[config.mk]
export PLATFORM = sky130hd
export DESIGN_NAME = sseg_scan_capture
export DESIGN_NICKNAME = d
export VERILOG_FILES = /design/src/rtl/sseg_pkg.sv /design/src/rtl/sseg_glyph_decode.sv /design/src/rtl/sseg_scan_capture.sv
export SDC_FILE = /design/constraint.sdc
export NUM_CORES = 1
export LEC_CHECK = 0
export CAP_MARGIN = 10
export CORE_UTILIZATION = 45
export DETAILED_ROUTE_END_ITERATION = 10
export PLACE_DENSITY = 0.71
export SLEW_MARGIN = 20
export SYNTH_ARGS = -nofsm -noshare
export SYNTH_HDL_FRONTEND = slang
export SYNTH_HIERARCHICAL = 1
export SYNTH_SLANG_ARGS = --single-unit
[constraint.sdc]
create_clock -name clk -period 9.98 [get_ports clk]
set_input_delay 1.996 -clock clk [delete_from_list [all_inputs] [get_ports clk]]
set_output_delay 1.996 -clock clk [all_outputs]
set_load 0.02 [all_outputs]
[src/rtl/sseg_pkg.sv]
// Shared constants and types for the seven-segment capture path.
// Segment vectors are indexed [0:6] so bit 0 is segment a, matching the bus.
package sseg_pkg;

  localparam logic [0:6] SEG_0     = 7'b0000001;
  localparam logic [0:6] SEG_1     = 7'b1001111;
  localparam logic [0:6] SEG_2     = 7'b0010010;
  localparam logic [0:6] SEG_3     = 7'b0000110;
  localparam logic [0:6] SEG_4     = 7'b1001100;
  localparam logic [0:6] SEG_5     = 7'b0100100;
  localparam logic [0:6] SEG_6     = 7'b0100000;
  localparam logic [0:6] SEG_7     = 7'b0001111;
  localparam logic [0:6] SEG_8     = 7'b0000000;
  localparam logic [0:6] SEG_9     = 7'b0000100;
  localparam logic [0:6] SEG_A     = 7'b0001000;
  localparam logic [0:6] SEG_B     = 7'b1100000;
  localparam logic [0:6] SEG_C     = 7'b0110001;
  localparam logic [0:6] SEG_D     = 7'b1000010;
  localparam logic [0:6] SEG_E     = 7'b0110000;
  localparam logic [0:6] SEG_F     = 7'b0111000;
  localparam logic [0:6] SEG_BLANK = 7'b1111111;

  typedef enum logic [1:0] {
    KIND_GLYPH   = 2'd0,
    KIND_BLANK   = 2'd1,
    KIND_UNKNOWN = 2'd2
  } seg_kind_e;

  typedef struct packed {
    seg_kind_e  kind;
    logic [3:0] nibble;
  } seg_decode_t;

endpackage

[src/rtl/sseg_glyph_decode.sv]
// Combinational reverse lookup: active-low segment pattern to hex nibble.
// Patterns outside the glyph table and not blank are flagged as unknown.
module sseg_glyph_decode
  import sseg_pkg::*;
(
  input  logic [0:6]  pattern,
  output seg_decode_t result
);

  always_comb begin
    result.kind   = KIND_GLYPH;
    result.nibble = 4'h0;
    case (pattern)
      SEG_0:     result.nibble = 4'h0;
      SEG_1:     result.nibble = 4'h1;
      SEG_2:     result.nibble = 4'h2;
      SEG_3:     result.nibble = 4'h3;
      SEG_4:     result.nibble = 4'h4;
      SEG_5:     result.nibble = 4'h5;
      SEG_6:     result.nibble = 4'h6;
      SEG_7:     result.nibble = 4'h7;
      SEG_8:     result.nibble = 4'h8;
      SEG_9:     result.nibble = 4'h9;
      SEG_A:     result.nibble = 4'hA;
      SEG_B:     result.nibble = 4'hB;
      SEG_C:     result.nibble = 4'hC;
      SEG_D:     result.nibble = 4'hD;
      SEG_E:     result.nibble = 4'hE;
      SEG_F:     result.nibble = 4'hF;
      SEG_BLANK: result.kind   = KIND_BLANK;
      default:   result.kind   = KIND_UNKNOWN;
    endcase
  end

endmodule

[src/rtl/sseg_scan_capture.sv]
// Samples a multiplexed active-low seven-segment bus, waits for each
// strobe/pattern pair to settle, and rebuilds the displayed hex word.
module sseg_scan_capture
  import sseg_pkg::*;
#(
  parameter int NUM_DIGITS    = 8,
  parameter int STABLE_CYCLES = 4
) (
  input  logic                    clk,
  input  logic                    rst,
  input  logic [0:6]              SSeg,
  input  logic [NUM_DIGITS-1:0]   an,
  output logic [4*NUM_DIGITS-1:0] value,
  output logic [NUM_DIGITS-1:0]   digit_valid,
  output logic                    frame_done,
  output logic                    err
);

  localparam logic [7:0] STABLE_MAX = 8'(STABLE_CYCLES);

  logic [NUM_DIGITS-1:0]   an_reg;
  logic [0:6]              seg_reg;
  logic [7:0]              cnt_reg, cnt_next;
  logic [NUM_DIGITS-1:0]   seen_reg, seen_next, seen_acc;
  logic [NUM_DIGITS-1:0]   sel_mask;
  logic [4*NUM_DIGITS-1:0] value_next;
  logic [NUM_DIGITS-1:0]   digit_valid_next;
  logic                    changed, one_hot, accept, frame_hit, err_next;
  seg_decode_t             dec;

  sseg_glyph_decode u_decode (
    .pattern (seg_reg),
    .result  (dec)
  );

  assign changed  = (an != an_reg) || (SSeg != seg_reg);
  assign cnt_next = changed ? 8'd1 :
                    (cnt_reg == STABLE_MAX) ? STABLE_MAX : cnt_reg + 8'd1;

  assign sel_mask = ~an_reg;
  assign one_hot  = $onehot(sel_mask);
  // Accept only on the transition into saturation, so a held pair fires once.
  assign accept   = !changed && (cnt_reg == STABLE_MAX - 8'd1) && one_hot;

  assign seen_acc  = seen_reg | (accept ? sel_mask : '0);
  assign frame_hit = &seen_acc;
  assign seen_next = frame_hit ? '0 : seen_acc;
  assign err_next  = accept && (dec.kind == KIND_UNKNOWN);

  for (genvar gi = 0; gi < NUM_DIGITS; gi++) begin : g_digit
    logic hit;
    assign hit = accept && sel_mask[gi];
    assign value_next[4*gi +: 4] = (hit && dec.kind == KIND_GLYPH) ?
                                   dec.nibble : value[4*gi +: 4];
    assign digit_valid_next[gi]  = hit ? (dec.kind == KIND_GLYPH) : digit_valid[gi];
  end

  always_ff @(posedge clk or posedge rst) begin
    if (rst) begin
      an_reg      <= '1;
      seg_reg     <= '1;
      cnt_reg     <= 8'd0;
      seen_reg    <= '0;
      value       <= '0;
      digit_valid <= '0;
      frame_done  <= 1'b0;
      err         <= 1'b0;
    end else begin
      an_reg      <= an;
      seg_reg     <= SSeg;
      cnt_reg     <= cnt_next;
      seen_reg    <= seen_next;
      value       <= value_next;
      digit_valid <= digit_valid_next;
      frame_done  <= frame_hit;
      err         <= err_next;
    end
  end

endmodule
# After elaboration in Yosys (flattened, before gate mapping)
# Index checks and enable logic that the tools add are counted.
[word_totals]
regBits = 73
output_inout_bits = 42
wordCells = 85
[classes]
add_sub_neg = 8
eq_ne = 22
mux = 6
bitwise = 2
reduce_logical = 25
[ops]
columns = ["cell", "count"]
rows = [
  ["$pmux W4 S15", 1],
  ["$eq A7 B6 Y1 const B", 5],
  ["$eq A7 B7 Y1 const B", 5],
  ["$mux W8", 4],
  ["$logic_and A1 B1 Y1", 19],
  ["$reduce_or A16 Y1", 1],
  ["$eq A7 B3 Y1 const B", 2],
  ["$eq A7 B4 Y1 const B", 2],
  ["$add A1 B1 Y2", 4],
  ["$add A8 B1 Y8 const B", 1],
  ["$eq A8 B2 Y1 const B", 1],
  ["$eq A8 B3 Y1 const B", 1],
  ["$ne A8 B8 Y1", 1],
  ["$not A8 Y8", 1],
  ["$or A8 B8 Y8", 1],
  ["$reduce_and A8 Y1", 1],
  ["$eq A7 B1 Y1 const B", 1],
  ["$eq A7 B5 Y1 const B", 1],
  ["$logic_not A7 Y1", 1],
  ["$ne A7 B7 Y1", 1],
  ["$add A2 B2 Y3", 2],
  ["$add A3 B3 Y4", 1],
  ["$eq A4 B1 Y1 const B", 1],
  ["$pmux W2 S2", 1],
  ["4 further kinds", 4],
]

# Depth between registers and ports, before layout
[logic_depth]
ltp_word = 10
depth_mapped = 15
mapped_depth_nobuf = 13

# By module
# The synthesis kept the hierarchy.
[by_module_without_submodules]
columns = ["module", "instances", "cells_per_inst", "area_per_inst_um2", "seq_area_each_um2"]
rows = [
  ["sseg_scan_capture", 1, 235, 3233.1, 1845.5],
  ["sseg_glyph_decode", 1, 61, 406.6, 0.0],
]

# Least setup slack after synthesis
# No wires, ideal clock.
[synth_path]
path_kind = "register to register"
from = "reg an_reg[1]"
to = "reg value[11]"
setup_ps = 128
arrival_ps = 4162
required_time_ps = 9852
path_slack_ps = 5691
path_stages_with_launch = 15
path_buffers = 1
path_cell_list = "dfstp_2 -> fa_1 -> inv_1 -> fa_1 -> fa_1 -> ha_1 -> inv_1 -> fa_1 -> a211o_1 -> a211o_4 -> nor2_8 -> nand3_4 -> buf_2 -> nor3_4 -> mux2_1"
[synth_between]
elab_chain_len = 8
[synth_lines]
columns = ["item", "line", "source"]
rows = [
  ["from (decl)", "sseg_scan_capture.sv:21", "logic [NUM_DIGITS-1:0] an_reg;"],
  ["from (signal assigned)", "sseg_scan_capture.sv:69", "an_reg <= an;"],
  ["$not A8 Y8", "sseg_scan_capture.sv:40", "assign sel_mask = ~an_reg;"],
  ["$add A1 B1 Y2 (not written as such)", "sseg_scan_capture.sv:41", "assign one_hot = $onehot(sel_mask);"],
  ["$add A2 B2 Y3 (not written as such)", "sseg_scan_capture.sv:41", ""],
  ["$add A3 B3 Y4 (not written as such)", "sseg_scan_capture.sv:41", ""],
  ["$eq A4 B1 Y1", "sseg_scan_capture.sv:41", ""],
  ["$logic_and A1 B1 Y1 *", "sseg_scan_capture.sv:43", "assign accept = !changed && (cnt_reg == STABLE_MAX - 8'd1) && one_hot;"],
  ["$logic_and A1 B1 Y1 *", "sseg_scan_capture.sv:52", "assign hit = accept && sel_mask[gi];"],
  ["$logic_and A1 B1 Y1 *", "sseg_scan_capture.sv:53", "assign value_next[4*gi +: 4] = (hit && dec.kind == KIND_GLYPH) ?"],
  ["to (signal assigned)", "sseg_scan_capture.sv:73", "value <= value_next;"],
  ["to (decl)", "sseg_scan_capture.sv:13", "output logic [4*NUM_DIGITS-1:0] value,"],
]
# Every way passes the cells marked *; elsewhere a longest branch is shown, timed or not.
# A chain may end at the register's enable or synchronous reset.

# Final worst setup path
[layout_path]
from = "reg an_reg[3]"
to = "reg value[29]"
# Same word-level chain as after synthesis.

==> results.toml <==
[status]
status = "complete, no violations"

[drt]
antenna_left = 0
num_vias = 2521
dr.pass1.iters = 4
via_per_inst = 5.47
drcViolationCount = 0
wl_um = 7260
routedWlPerCell_um = 15.8
first_iter_violations = 185

[worst_setup_path]
worstRegToRegCells = 13
end_kind = "register"
crit_fanout = 25
worstSetupPathType = "register to register"
worstPathCellList = "fa_1 -> inv_1 -> fa_1 -> fa_1 -> ha_1 -> inv_1 -> fa_1 -> a211o_1 -> a211o_4 -> nor2_8 -> nand3_4 -> nor3_2 -> mux2_2"
critical-path-slowest-cell = "dfstp_2"
crit_path_frequent_cell = "fa_1"
cp.arrival_ps = 4930
max_stage_delay_ps = 640
worstPathRequired_ps = 10220
start_kind = "register"

[floorplan]
die_area_um2 = 8450
floorplan.initialDensity = 0.469
io_pins = 59
design.core.area_um2 = 7770
row_count = 32
die_y_um = 91.9
dieWidth_um = 91.9

[timing]
setup_violations = 0
slew_viol_final = 0
skew_ps = 7.36
timing.final.hold_violations = 0
fin_crit_sh = 0.471
fmax_ghz = 0.213
worst_pin_slew_ps = 911
rsz0062_at_grt = "no"
period_needed_ps = 4700
max-slew-margin-rel = 0.393
setup_tns_ps = 0

[final_layout]
fin_nets = 380
postLayoutCellArea_um2 = 4460
largest_register_ffs = 32
drive_above_1_share = 0.228
most-common-layout-cells = "dfrtp_1 (58), clkdlybuf4s50_1 (58), mux2_2 (24)"
syn2layout_area_growth_pct = 22.4
top_register = "value"
diodes = 0

[clocking]
hold_buffers = 0
cts_tree = "yes"
clock_path_buffers = 2
numCtsBuffers = 9
h-tree-depth = 3
cts_setup_buffers = 0
cts_resized = 0
clk_latency_ps = 350
clkSinkCount = 73
cts-root-buf = "clkbuf_8"
clk_pin_slew_worst_paths_ps = 70

[power_and_ir_drop]
power_leakage_uw = 0.00190
pwr_density_cell_nw_per_um2 = 128
ir_worst_vdd_mv = 0.0707

[logic_synthesis]
syn_avg_cell_area_um2 = 12.3
synth_flop_cell = "dfrtp_1"
ys_warn_count = 6
synth_seq_cells = 73
synth_area_um2 = 3640
syn-num-nets = 322
synth_edf_count = 0
ys_seq_area_frac = 0.507
yosysUniqueCellTypes = 56
async_reset_ff_frac = 1.00
syn-instance-count = 296

[grt]
first_global_vias = 2467
grt_pass1_wl_um = 12400
grt_overflow = 0
track_usage = 0.189
grt_max_degree = 74
antenna_found_initial = 0

[min_path]
whs_path_depth = 1
min_path_type = "register to register"

[place]
place.gp.congestion = 0.869
port_buffers = 58
place_hpwl_um = 5140
placed_area_um2 = 4280

[run]
cap_violations = 0
[synthesized netlist by cell type (2+ instances only)]
library cell	n	area share
nand4b_1	4	0.0096
nand4_1	6	0.010
buf_4	5	0.010
o31ai_1	9	0.019
a22oi_1	2	0.0041
buf_2	4	0.0055
xor2_1	7	0.017
fa_1	4	0.022
a21oi_1	12	0.017
buf_6	2	0.0062
a31oi_1	4	0.0069
a41oi_1	2	0.0048
nor3_4	2	0.0089
nor3_1	6	0.0083
ha_1	5	0.017
nand3_1	7	0.0096
inv_1	13	0.013
and3_1	4	0.0069
mux2_1	8	0.025
nor4_4	3	0.018
dfstp_2	15	0.11
o21ai_0	9	0.012
nor3_2	7	0.019
nand2_1	7	0.0072
a41oi_2	3	0.013
a211o_1	2	0.0048
or2_2	2	0.0034
xnor2_1	15	0.036
nor4bb_1	2	0.0055
nor2_1	17	0.018
and2_1	3	0.0052
dfrtp_1	58	0.40
mux2_2	24	0.074
[worst paths after layout]
| path | start | slack [ps] | to |
|---|---|---|---|
| worst max-delay path | an_reg[3] | 5280 | value[29] |
| worst min-delay path | value[8] | 490 | value[8] |
| worst max register to register | an_reg[3] | 5280 | value[29] |
| worst min register to register | value[8] | 490 | value[8] |
| max in group asynchronous | rst | 7140 | value[8] |
| min in group asynchronous | rst | 2250 | value[6] |
[cell families (layout without fill, tap and decap cells)]
kind of cell / count (synthesis) / count (layout) / synth area share
fa+ha+maj: 9 / 9 / 0.0392
flops: 73 / 73 / 0.507
mux: 32 / 32 / 0.0990
buf+inv: 27 / 90 / 0.0385
compound gates: 52 / 52 / 0.105
simple gates: 81 / 81 / 0.158
xor+xnor: 22 / 22 / 0.0529
[critical path, delay by kind of cell (launching register included)]
family / cells / cell delay, ps
compound gates: 2 / 670
fa+ha+maj: 5 / 1910
flops: 1 / 640
simple gates: 3 / 850
mux: 1 / 380
buf+inv: 2 / 130
[routing by layer]
metal,vias up,track usage,part of all wire
li1,1182,-,-
met1,1254,0.266,0.48
met2,73,0.285,0.45
met3,12,0.0448,0.051
met4,0,0.0703,0.016
met5,-,0,0
[cell type report]
cell class                 count  area [µm²]
clock buffer                  10         138
fill                         679        3310
sequential                    73        1850
tap                          102         128
clock inverter                 6        43.8
inverter                      14        52.6
timing repair buffer          60         596
multi-input combinational    196        1650
[through the flow]
step | hold slack, ps | std cells | power [µW] | utilization | worst slack [ps]
floorplan | 503 | 296 | 349 | - | 5690
global placement | 469 | 445 | 365 | 0.550 | 5190
detailed placement | 475 | 445 | 366 | 0.550 | 5130
CTS | 493 | 461 | 576 | 0.574 | 5240
global route | 513 | 461 | 599 | 0.574 | 5020
finish | 488 | 461 | 571 | 0.574 | 5280
[power by group]
part | leakage (µW) | internal, µW | switching, µW
logic | 0.000848 | 21.5 | 27.3
clock network | 0.0000922 | 97.3 | 114
registers | 0.000963 | 302 | 9.54
total | 0.00190 | 420 | 151
No activity file was read; power rests on OpenSTA's default activity.
